## config.mk

```make
export PLATFORM = sky130hd
export DESIGN_NAME = simple_dma_controller
export DESIGN_NICKNAME = d
export VERILOG_FILES = /design/src/rtl/simple_dma_controller_pkg.sv /design/src/rtl/simple_dma_xfer_cnt.sv /design/src/rtl/simple_dma_controller.sv
export SDC_FILE = /design/constraint.sdc
export NUM_CORES = 1
export LEC_CHECK = 0
export CAP_MARGIN = 10
export CORE_ASPECT_RATIO = 0.8
export CORE_MARGIN = 10
export CORE_UTILIZATION = 51
export DETAILED_ROUTE_END_ITERATION = 10
export PLACE_DENSITY = 0.9
export SYNTH_ARGS = -nofsm -noshare
export SYNTH_HDL_FRONTEND = slang
export SYNTH_SLANG_ARGS = --single-unit
```

## constraint.sdc

```tcl
create_clock -name clk -period 4.34 [get_ports clk]
set_input_delay 1.302 -clock clk [delete_from_list [all_inputs] [get_ports clk]]
set_output_delay 1.302 -clock clk [all_outputs]
set_load 0.005 [all_outputs]
```

## src/rtl/simple_dma_controller_pkg.sv

```systemverilog
// rtl/simple_dma_controller_pkg.sv - shared state encodings, direction and device CONFIG constants
package simple_dma_controller_pkg;

    typedef enum logic [2:0] {
        ST_IDLE     = 3'd0,
        ST_WAIT_DEV = 3'd1,
        ST_DEV_LAT  = 3'd2,
        ST_MEM_REQ  = 3'd3,
        ST_MEM_RD   = 3'd4,
        ST_ACK      = 3'd5,
        ST_DONE     = 3'd6
    } dma_state_t;

    localparam logic DIR_RD = 1'b1;
    localparam logic DIR_WR = 1'b0;

    // Bit positions of the device CONFIG register, shared with simple_dma_device
    localparam int CFG_START      = 0;
    localparam int CFG_RD_WR      = 2;
    localparam int CFG_NON_ATOMIC = 3;
    localparam int CFG_ACK_SET    = 4;
    localparam int CFG_RESET_REGS = 5;
    localparam int CFG_END_OP     = 15;

endpackage

```

## src/rtl/simple_dma_xfer_cnt.sv

```systemverilog
// rtl/simple_dma_xfer_cnt.sv - word address register with wrap and remaining-word counter
module simple_dma_xfer_cnt (
    input  logic        clk,
    input  logic        rst_n,
    input  logic        load,
    input  logic        inc,
    input  logic        dec,
    input  logic [14:0] addr_in,
    input  logic [15:0] count_in,
    output logic [14:0] addr,
    output logic        zero
);

    logic [14:0] addr_q, addr_d;
    logic [15:0] cnt_q, cnt_d;

    always_comb begin
        addr_d = addr_q;
        cnt_d  = cnt_q;
        if (load) begin
            addr_d = addr_in;
            cnt_d  = count_in;
        end else begin
            // 15-bit add wraps 0x7FFF -> 0x0000 naturally
            if (inc) addr_d = addr_q + 15'd1;
            if (dec) cnt_d  = cnt_q - 16'd1;
        end
    end

    always_ff @(posedge clk or negedge rst_n) begin
        if (!rst_n) begin
            addr_q <= '0;
            cnt_q  <= '0;
        end else begin
            addr_q <= addr_d;
            cnt_q  <= cnt_d;
        end
    end

    assign addr = addr_q;
    assign zero = (cnt_q == 16'd0);

endmodule

```

## src/rtl/simple_dma_controller.sv

```systemverilog
// rtl/simple_dma_controller.sv - word-at-a-time DMA engine between simple_dma_device and the core DMA port
module simple_dma_controller
    import simple_dma_controller_pkg::*;
#(
    parameter logic PRIORITY  = 1'b0,
    parameter logic ERR_ABORT = 1'b1
) (
    input  logic        clk,
    input  logic        reset_n,
    input  logic        dma_rqst,
    input  logic        dma_rd_wr,
    input  logic [15:0] dma_start_address,
    input  logic [15:0] dma_num_words,
    input  logic        dev_ack,
    input  logic [15:0] dev_out,
    output logic [15:0] dev_in,
    output logic        dma_ack,
    output logic        dma_end_flag,
    output logic        dma_error,
    output logic [14:0] mem_addr,
    output logic [15:0] mem_din,
    output logic        mem_en,
    output logic [1:0]  mem_we,
    output logic        mem_priority,
    input  logic [15:0] mem_dout,
    input  logic        mem_ready,
    input  logic        mem_resp
);

    dma_state_t  state_q, state_d;
    logic        dir_q, dir_d;
    logic        err_q, err_d;
    logic        ack_q, ack_d;
    logic        end_q, end_d;
    logic        mem_en_q, mem_en_d;
    logic [1:0]  mem_we_q, mem_we_d;
    logic [14:0] mem_addr_q, mem_addr_d;
    logic [15:0] mem_din_q, mem_din_d;
    logic [15:0] dev_in_q, dev_in_d;

    logic        cnt_load, cnt_inc, cnt_dec, cnt_zero;
    logic [14:0] cur_addr;
    logic        xfer_done;
    logic        unused_addr_lsb;

    assign unused_addr_lsb = dma_start_address[0];

    simple_dma_xfer_cnt u_xfer_cnt (
        .clk      (clk),
        .rst_n    (reset_n),
        .load     (cnt_load),
        .inc      (cnt_inc),
        .dec      (cnt_dec),
        .addr_in  (dma_start_address[15:1]),
        .count_in (dma_num_words),
        .addr     (cur_addr),
        .zero     (cnt_zero)
    );

    always_comb begin
        state_d   = state_q;
        dir_d     = dir_q;
        err_d     = err_q;
        cnt_load  = 1'b0;
        xfer_done = 1'b0;
        case (state_q)
            ST_IDLE: begin
                if (dma_rqst) begin
                    cnt_load = 1'b1;
                    dir_d    = dma_rd_wr;
                    err_d    = 1'b0;
                    state_d  = (dma_num_words == 16'd0) ? ST_DONE : ST_WAIT_DEV;
                end
            end
            ST_WAIT_DEV: begin
                if (!dma_rqst)    state_d = ST_IDLE;
                else if (dev_ack) state_d = ST_DEV_LAT;
            end
            ST_DEV_LAT: state_d = dma_rqst ? ST_MEM_REQ : ST_IDLE;
            ST_MEM_REQ: begin
                if (mem_ready) begin
                    if (dir_q == DIR_RD) state_d = ST_MEM_RD;
                    else                 xfer_done = 1'b1;
                end
            end
            ST_MEM_RD: xfer_done = 1'b1;
            ST_ACK:    state_d = cnt_zero ? ST_DONE : ST_WAIT_DEV;
            ST_DONE:   if (!dma_rqst) state_d = ST_IDLE;
            default:   state_d = ST_IDLE;
        endcase

        // A completed access always finishes; a withdrawn request skips the ACK
        if (xfer_done) begin
            if (mem_resp) err_d = 1'b1;
            if (!dma_rqst)                  state_d = ST_IDLE;
            else if (mem_resp && ERR_ABORT) state_d = ST_DONE;
            else                            state_d = ST_ACK;
        end
    end

    assign cnt_inc = (state_q == ST_ACK);
    assign cnt_dec = (state_d == ST_ACK) && (state_q != ST_ACK);

    // Outputs are registered from the next state so they line up with it
    always_comb begin
        ack_d      = (state_d == ST_ACK);
        end_d      = (state_d == ST_DONE);
        mem_en_d   = (state_d == ST_MEM_REQ);
        mem_addr_d = (state_d == ST_MEM_REQ) ? cur_addr : 15'd0;
        mem_we_d   = ((state_d == ST_MEM_REQ) && (dir_q == DIR_WR)) ? 2'b11 : 2'b00;
        mem_din_d  = 16'd0;
        if (state_d == ST_MEM_REQ) begin
            mem_din_d = ((state_q == ST_DEV_LAT) && (dir_q == DIR_WR)) ? dev_out : mem_din_q;
        end
        dev_in_d = dev_in_q;
        if (state_q == ST_MEM_RD) dev_in_d = mem_dout;
        if (state_d == ST_IDLE)   dev_in_d = 16'd0;
    end

    always_ff @(posedge clk or negedge reset_n) begin
        if (!reset_n) begin
            state_q    <= ST_IDLE;
            dir_q      <= DIR_WR;
            err_q      <= 1'b0;
            ack_q      <= 1'b0;
            end_q      <= 1'b0;
            mem_en_q   <= 1'b0;
            mem_we_q   <= 2'b00;
            mem_addr_q <= '0;
            mem_din_q  <= '0;
            dev_in_q   <= '0;
        end else begin
            state_q    <= state_d;
            dir_q      <= dir_d;
            err_q      <= err_d;
            ack_q      <= ack_d;
            end_q      <= end_d;
            mem_en_q   <= mem_en_d;
            mem_we_q   <= mem_we_d;
            mem_addr_q <= mem_addr_d;
            mem_din_q  <= mem_din_d;
            dev_in_q   <= dev_in_d;
        end
    end

    assign dev_in       = dev_in_q;
    assign dma_ack      = ack_q;
    assign dma_end_flag = end_q;
    assign dma_error    = err_q;
    assign mem_addr     = mem_addr_q;
    assign mem_din      = mem_din_q;
    assign mem_en       = mem_en_q;
    assign mem_we       = mem_we_q;
    assign mem_priority = (state_q != ST_IDLE) ? PRIORITY : 1'b0;

endmodule

```

Word-level counts from Yosys, hierarchy flattened

Cells that the tools add are included.

Eq/ne operators: 11
Reduce and logical (&&, ||, !) cells: 11
Mux-type cells: 32
$add $sub $neg: 2
Bitwise logic cells: 1

Operators by type and width:

| kind                                                                     | count |
|---|---|
| 16-bit 2-to-1 mux                                                        | 6 |
| 15-bit 2-to-1 mux                                                        | 3 |
| 16-bit logical NOT                                                       | 2 |
| 3-bit 2-to-1 mux                                                         | 10 |
| 3-bit case mux with 7 select lines                                       | 1 |
| 16-bit by 1-bit subtractor with 16-bit output (second input constant)    | 1 |
| 15-bit by 1-bit adder with 15-bit output (second input constant)         | 1 |
| 3-bit equality test (second input constant)                              | 5 |
| 3-bit by 2-bit equality test with 1-bit output (second input constant)   | 3 |
| 1-bit 2-to-1 mux                                                         | 8 |
| 3-bit logical NOT                                                        | 2 |
| 2-bit 2-to-1 mux                                                         | 3 |
| 2-bit nonzero test                                                       | 3 |
| 3-bit by 1-bit equality test with 1-bit output (second input constant)   | 1 |
| 1-bit logical AND                                                        | 3 |
| 3-bit inequality test (second input constant)                            | 1 |
| 2-bit by 1-bit inequality test with 1-bit output (second input constant) | 1 |
| 1-bit case mux with 2 select lines                                       | 1 |
| 2-bit AND reduction                                                      | 1 |
| 1-bit NOT                                                                | 1 |

Bits in registers: 88
Output and inout port bits: 54

Longest topological paths before layout

Gate-level depths: netlist of the first run.

Depth after elaboration: 9
Depth in mapped cells: 9
Gate-level depth less buffers: 7

Cells and area by module

A second synthesis of the first run with hierarchy kept.

Cell total of the unflattened synthesis: 382
Area, all modules: 4157.7 um2

Modules (own cells, without submodules):

| module                | cells each | area each (um2) | times used |
|---|---|---|---|
| simple_dma_controller | 199        | 2416.1          | 1 |
| simple_dma_xfer_cnt   | 183        | 1741.7          | 1 |

Least setup slack after synthesis of the first run

OpenSTA, ideal clock, no wires.

Kind: input port to flip-flop
From: in dma_rqst
To: reg mem_din_q[10] (netlist: mem_din[10])
Path buffers: 3
Slack: 1596 ps
Arrival: 2664 ps
Stages on the path: 8
Path through: buf_4 -> nand2b_1 -> or3_1 -> buf_2 -> o22ai_2 -> o31ai_4 -> buf_4 -> nor3_2

Cells in the longest elaborated chain, start to end: 5

RTL lines:

| item                                                                                                   | line                         | RTL |
|---|---|---|
| from (decl)                                                                                            | simple_dma_controller.sv:10  | `input logic dma_rqst,` |
| 3-bit 2-to-1 mux (tied with other cells)                                                               | simple_dma_controller.sv:88  | `ST_DONE: if (!dma_rqst) state_d = ST_IDLE;` |
| 3-bit case mux with 7 select lines                                                                     | simple_dma_controller.sv:66  | `case (state_q)` |
| 3-bit 2-to-1 mux *                                                                                     | simple_dma_controller.sv:93  | `if (xfer_done) begin` |
| 3-bit by 2-bit equality test with 1-bit output *                                                       | simple_dma_controller.sv:112 | `if (state_d == ST_MEM_REQ) begin` |
| 2-bit by 1-bit inequality test with 1-bit output (no source line) or 16-bit 2-to-1 mux (tied branches) | --                           |  |
| to (signal assigned)                                                                                   | simple_dma_controller.sv:141 | `mem_din_q <= mem_din_d;` |
| to (decl)                                                                                              | simple_dma_controller.sv:38  | `logic [15:0] mem_din_q, mem_din_d;` |

Mark *: on every way between the ends. The rest lies on a longest branch, timed or not.
A chain may end at the register's enable or synchronous reset.

Worst setup path after layout of the first run

From: in dma_rqst
To: reg u_xfer_cnt.cnt_q[13]

Cells in the longest elaborated chain, start to end: 6

RTL lines:

| item                                     | line                         | RTL |
|---|---|---|
| 3-bit 2-to-1 mux (tied with other cells) | simple_dma_controller.sv:88  |  |
| 3-bit case mux with 7 select lines       | simple_dma_controller.sv:66  |  |
| 3-bit 2-to-1 mux                         | simple_dma_controller.sv:93  |  |
| 3-bit equality test                      | simple_dma_controller.sv:102 | `assign cnt_dec = (state_d == ST_ACK) && (state_q != ST_ACK);` |
| 1-bit logical AND                        | simple_dma_controller.sv:102 |  |
| 2-bit nonzero test (no source line)      | --                           |  |
| to (signal assigned)                     | simple_dma_xfer_cnt.sv:36    | `cnt_q <= cnt_d;` |
| to (decl)                                | simple_dma_xfer_cnt.sv:15    | `logic [15:0] cnt_q, cnt_d;` |

Several ways; a longest one is shown, not always the timed one.

==> results of run 1 <==
==> worst register-to-register path, delay by kind of cell, from the launching register on <==
| kind | cells | cell delay, ps |
|---|---|---|
| simple gates | 2 | 1080 |
| compound gates | 3 | 910 |
| flops | 1 | 620 |
==> metrics by stage <==
stage	setup WS (ps)	power [uW]	instances	hold WS (ps)
floorplan	1600	2060	433	489
global placement	802	2360	641	492
detailed placement	705	2420	641	487
CTS	1070	3030	657	518
global route	860	3230	657	528
finish	1020	3020	657	518
==> kinds of logic (layout without fill, tap and decap cells) <==
logic type               after synthesis  after routing  share of synthesized area (%)
AO/OA/AOI/OAI                         74             74                           11.2
XOR/XNOR                              20             20                           4.07
adder cells (fa/ha/maj)                3              3                          0.872
buffers and inverters                 48            164                           5.90
flip-flops                            87             87                           50.6
multiplexers                          16             16                           3.72
other                                  1              1                         0.0871
AND/OR/NAND/NOR                      184            184                           23.5
==> registers in the layout, indices dropped and copies added (netlist names) <==
name / cells
dma_ack: 1
mem_we: 1
dma_end_flag: 1
mem_addr: 15
u_xfer_cnt.cnt_q: 16
state_q: 3
u_xfer_cnt.addr: 15
mem_en: 1
dir_q: 1
mem_din: 16
dma_error: 1
dev_in: 16
==> per-layer routing <==
layer | wire length, um | track usage [%] | vias to the layer above
met5 | 0 | 0 | -
met4 | 60 | 2.98 | 0
met3 | 1030 | 6.72 | 9
met2 | 5220 | 28.9 | 135
met1 | 4860 | 22.3 | 1671
li1 | - | - | 1728
==> power by group through the flow <==
| stage | Combinational [uW] | Clock [uW] | Sequential [uW] |
|---|---|---|---|
| 3_3_place_gp | 1110 | 0 | 1250 |
| 3_5_place_dp | 1160 | 0 | 1260 |
| 5_1_grt | 1300 | 642 | 1290 |
| 2_1_floorplan | 876 | 0 | 1180 |
| 4_1_cts | 1180 | 603 | 1250 |
| 6_report | 1170 | 591 | 1260 |
==> area by class of cell <==
type	count	area share [%]
tap	108	2.35
clock buffer	9	2.16
inverter	21	1.37
timing repair buffer	127	22.1
clock inverter	7	1.35
sequential	87	37.9
multi-input combinational	298	32.8
==> cells in the final DEF (no fill, tap or decap), types with 5 or more instances in the layout <==
cell type / count
clkdlybuf4s50_1: 121
dfrtp_1: 87
nand2_1: 70
nor3_1: 31
o21ai_0: 27
a21oi_1: 24
inv_1: 21
xnor2_1: 20
nor2_1: 18
mux2i_1: 16
nor4_1: 13
nor3_2: 13
clkbuf_8: 9
a221o_1: 7
nand3_1: 5
nand4_1: 5
buf_4: 5
==> worst max path at each step <==
stage	depth (start not counted)	slack, ps	endpoint	start
6_report	6	1020	u_xfer_cnt.cnt_q[13]	dma_rqst
5_1_grt	6	860	u_xfer_cnt.cnt_q[13]	dma_rqst
4_1_cts	6	1070	u_xfer_cnt.cnt_q[13]	dma_rqst
3_5_place_dp	6	700	u_xfer_cnt.cnt_q[9]	dma_rqst
3_3_place_gp	6	800	u_xfer_cnt.cnt_q[2]	dma_rqst
2_1_floorplan	8	1600	mem_din[10]	dma_rqst
==> results.yml, run 1 <==
clock_network:
  cts_buffer_depth: 2
  cts.clk_slew.worst_paths_ps: 90
  cts.sinks: 87
  htreeDepth: 3
  post_cts.repair.setup_buffers: 0
  post_cts_resized: 0
  worst_skew_pair.late_latency_ps: 360
  cts-root-buf: "clkbuf_8"
  hold_buffers: 0
  tritoncts: "built"
  cts_buffers: 9
critical_path:
  r2r-start: "state_q[0]"
  cp_data_required_time_ps: 4640
  rr_endpoint: "u_xfer_cnt.cnt_q[13]"
  rrSetupSlack_ps: 1620
  r2r_cells: 5
  slowest_delay_ps: 640
  cp_data_arrival_time_ps: 3620
  cp-start-kind: "input pin"
  cp_max_fo: 28
  crit_path_top_delay_cell: "a32oi_4"
  critPathBufInv: 1
  worst-setup-path-type: "input pin to flop"
  cp-end-kind: "flop"
  crit_family: "compound AO/OA/AOI/OAI gates"
  path_cells: "clkdlybuf4s50_1, and4bb_2, a32oi_4, nand2_1, o21ai_0, a221o_1"
sta:
  max_freq_ghz: 0.301
  maxSlewViolCount: 0
  tightest_slew_ps: 1060
  worst_clock_skew_ps: 6.10
  max_slew_margin_pct: 29.5
  fin_tns_setup_ps: 0
  hold_violations: 0
  min_period_ps: 3320
  rsz0062_at_grt: "false"
  setup_viol: 0
  fin_crit_sh_pct: 76.6
min_path:
  hold_path.class: "flop to flop"
  hp-start: "dma_error"
  min_path_cells: 1
  holdPathEnd: "dma_error"
die:
  die_height_um: 102
  initial_core_util_pct: 53.2
  dieArea_um2: 12500
  die_w_um: 123
  row_count: 29
  core_area_um2: 8090
  ios: 125
drt:
  vias: 3543
  wl_per_cell_um: 17.0
  drc: 0
  drt_pass1_iterations: 5
  routed_wl_um: 11200
  drt_iter0_markers: 219
  viasPerCell: 5.39
  drt.antenna.violating_nets: 0
global_route:
  grtUsageTotal_pct: 17.7
  grt_pass1_vias: 3614
  antenna_found_initial: 0
  grt_overflow: 0
  grt_pass1_wl_um: 17900
  grt_max_degree: 88
logic_synthesis:
  ys_seq_area_share_pct: 50.6
  synth_ff_type: "dfrtp_1"
  ys_types: 50
  synth_edf_count: 0
  syn-num-nets: 507
  synth.top_cells.by_count: "dfrtp_1 (87), nand2_1 (70), nor3_1 (32)"
  ys_async_sr_fraction_pct: 100
  avgSynthCellArea_um2: 9.94
  synth-seq-cells: 87
  netlist_instances: 433
  synth_largest_area_cell: "dfrtp_1"
  synth.most_common_cell: "dfrtp_1"
  synth_warnings: 0
  synth_top_cell_area_share_pct: 50.6
  synthTopCellsByArea: "dfrtp_1 (51%), nand2_1 (6.1%), xnor2_1 (4.1%), mux2i_1 (3.7%), nor3_1 (3.7%)"
  syn-cell-area_um2: 4300
power_and_ir_drop:
  leakage_uw: 0.00227
  p_int_uw: 1810
  p_clk_share_pct: 19.6
  switching_power_uw: 1210
  power_frac_comb_pct: 38.8
  power_density_nw_per_um2: 525
  pwr-share-seq_pct: 41.6
  p_sw_share_pct: 40.1
  ir_drop_v: 0.000321
finish:
  nFillCells: 584
  regArea_um2: 2180
  design_area_um2: 5750
  multiInputGateArea_um2: 1880
  antenna_cells: 0
  layout-drive-gt1-share_pct: 9.11
  syn2layout_area_growth_pct: 33.5
  nets: 618
  post-route-util_pct: 71.0
place:
  place_area_um2: 5540
  hpwl_um: 8080
  gp_congestion: 0.843
  numPortBuffers: 122
status:
  status: "complete, no violations"
job:
  maxCapViolations: 0
No activity file was read; power rests on OpenSTA's default activity.
==> run 2, diff against run 1 <==
- CORE_UTILIZATION: 51 -> 43
- PLACE_DENSITY: 0.9 -> 0.81
- clock period: 4.34 -> 2.9 ns (I/O delays scaled with it)
==> results.yml, run 2 (synthesis results as in run 1) <==
clock_network:
  cts_buffer_depth: 2
  cts.sinks: 87
  worst_skew_pair.late_latency_ps: 330
  post_cts.repair.setup_buffers: 0
  tritoncts: "built"
  hold_buffers: 0
  htreeDepth: 3
  post_cts_resized: 0
  cts_buffers: 9
  cts-root-buf: "clkbuf_16"
  cts.clk_slew.worst_paths_ps: 60
global_route:
  grt_pass1_vias: 3709
  grt_max_degree: 52
  grtUsageTotal_pct: 15.8
  grt_overflow: 0
  antenna_found_initial: 0
  grt_pass1_wl_um: 18700
drt:
  wl_per_cell_um: 16.4
  drt.antenna.violating_nets: 0
  drt_iter0_markers: 273
  drc: 0
  viasPerCell: 5.19
  routed_wl_um: 11400
  drt_pass1_iterations: 4
  vias: 3614
die:
  die_w_um: 132
  initial_core_util_pct: 44.4
  ios: 125
  die_height_um: 109
  core_area_um2: 9690
  dieArea_um2: 14400
  row_count: 32
sta:
  tightest_slew_ps: 636
  min_period_ps: 2570
  rsz0062_at_grt: "false"
  worst_clock_skew_ps: 9.49
  max_freq_ghz: 0.390
  max_slew_margin_pct: 57.6
  fin_hold_ws_ps: 494
  fin_crit_sh_pct: 88.5
  maxSlewViolCount: 0
  setup_viol: 0
  hold_violations: 0
min_path:
  hold_path.class: "input pin to async pin"
finish:
  mostFrequentLayoutCell: "clkdlybuf4s50_1"
  syn2layout_area_growth_pct: 39.7
  mostFrequentLayoutCells: "clkdlybuf4s50_1 (121), dfrtp_1 (87), nand2_1 (70)"
  antenna_cells: 0
  nets: 630
  layout-drive-gt1-share_pct: 10.9
  fin_cells: 697
power_and_ir_drop:
  leakage_uw: 0.00239
  switching_power_uw: 1790
  p_int_uw: 3140
  ir_drop_v: 0.000344
  power_frac_comb_pct: 36.8
  p_clk_share_pct: 25.2
  p_sw_share_pct: 36.3
  power_density_nw_per_um2: 821
  pwr-share-seq_pct: 38.0
place:
  hpwl_um: 8640
  numPortBuffers: 122
  gp_congestion: 0.834
  dp_cells: 681
critical_path:
  cp-end-kind: "flop"
  worst-setup-path-type: "input pin to flop"
  cp-start-kind: "input pin"
  cp_data_required_time_ps: 3160
  cp_max_fo: 22
  cp_data_arrival_time_ps: 2830
status:
  status: "complete, no violations"
job:
  maxCapViolations: 0
-- run 2: cell count changes in the layout (fill, tap and decap cells not counted), sizes merged --
cell	previous run	this run
clkinvlp	0	1
inv	25	21
clkbuf	9	11
buf	6	18
bufinv	1	2
-- run 2: final timing paths --
check	startpoint	to	slack, ps	cells after the start
min in group clk	dma_error	dma_error	500	1
worst max-delay path	mem_resp	u_xfer_cnt.cnt_q[4]	330	6
worst max register to register	state_q[0]	u_xfer_cnt.cnt_q[4]	690	5
worst min register to register	dma_error	dma_error	500	1
worst min-delay path	reset_n	u_xfer_cnt.addr[6]	490	1
max in group asynchronous	reset_n	u_xfer_cnt.cnt_q[8]	1760	2
-- run 2: power groups by stage --
stage	registers (uW)	clock network, uW	logic (uW)
2_1_floorplan	1770	0	1310
3_3_place_gp	1860	0	1760
3_5_place_dp	1890	0	1830
4_1_cts	1870	1270	1830
5_1_grt	1930	1330	2030
6_report	1880	1240	1820
-- run 2: final cells by class --
cell class                      count  area (um2)
Clock buffer                       11         243
Clock inverter                      5        81.3
Fill cell                         802        3680
Inverter                           21        78.8
Multi-Input combinational cell    298        1880
Sequential cell                    87        2180
Tap cell                          136         170
Timing Repair Buffer              139        1380
-- run 2: per-stage QoR --
step	total power, uW	setup slack (ps)	area [um2]	util (%)	TNS [ps]
final	4930	334	6010	62.0	0
after global placement	3620	61.0	5690	58.7	0
after global routing	5290	198	6010	62.0	0
after detailed placement	3710	-0.157	5690	58.7	-0.157
after CTS	4980	335	6010	62.0	0
after floorplan	3080	588	4300	-	0
-- run 2: routing by layer --
metal | track usage, % | part of all wire [%] | vias to the layer above
met5 | 0 | 0 | -
met2 | 27.0 | 50 | 103
met3 | 4.06 | 3.9 | 4
met4 | 4.12 | 0.46 | 0
li1 | - | - | 1746
met1 | 19.9 | 46 | 1761
-- run 2: critical path: stages --
cell and delay [ps]:
clkdlybuf4s50_1 520, and4bb_2 270, a32oi_4 520, nand2_1 300, o21ai_0 170, a221o_1 180
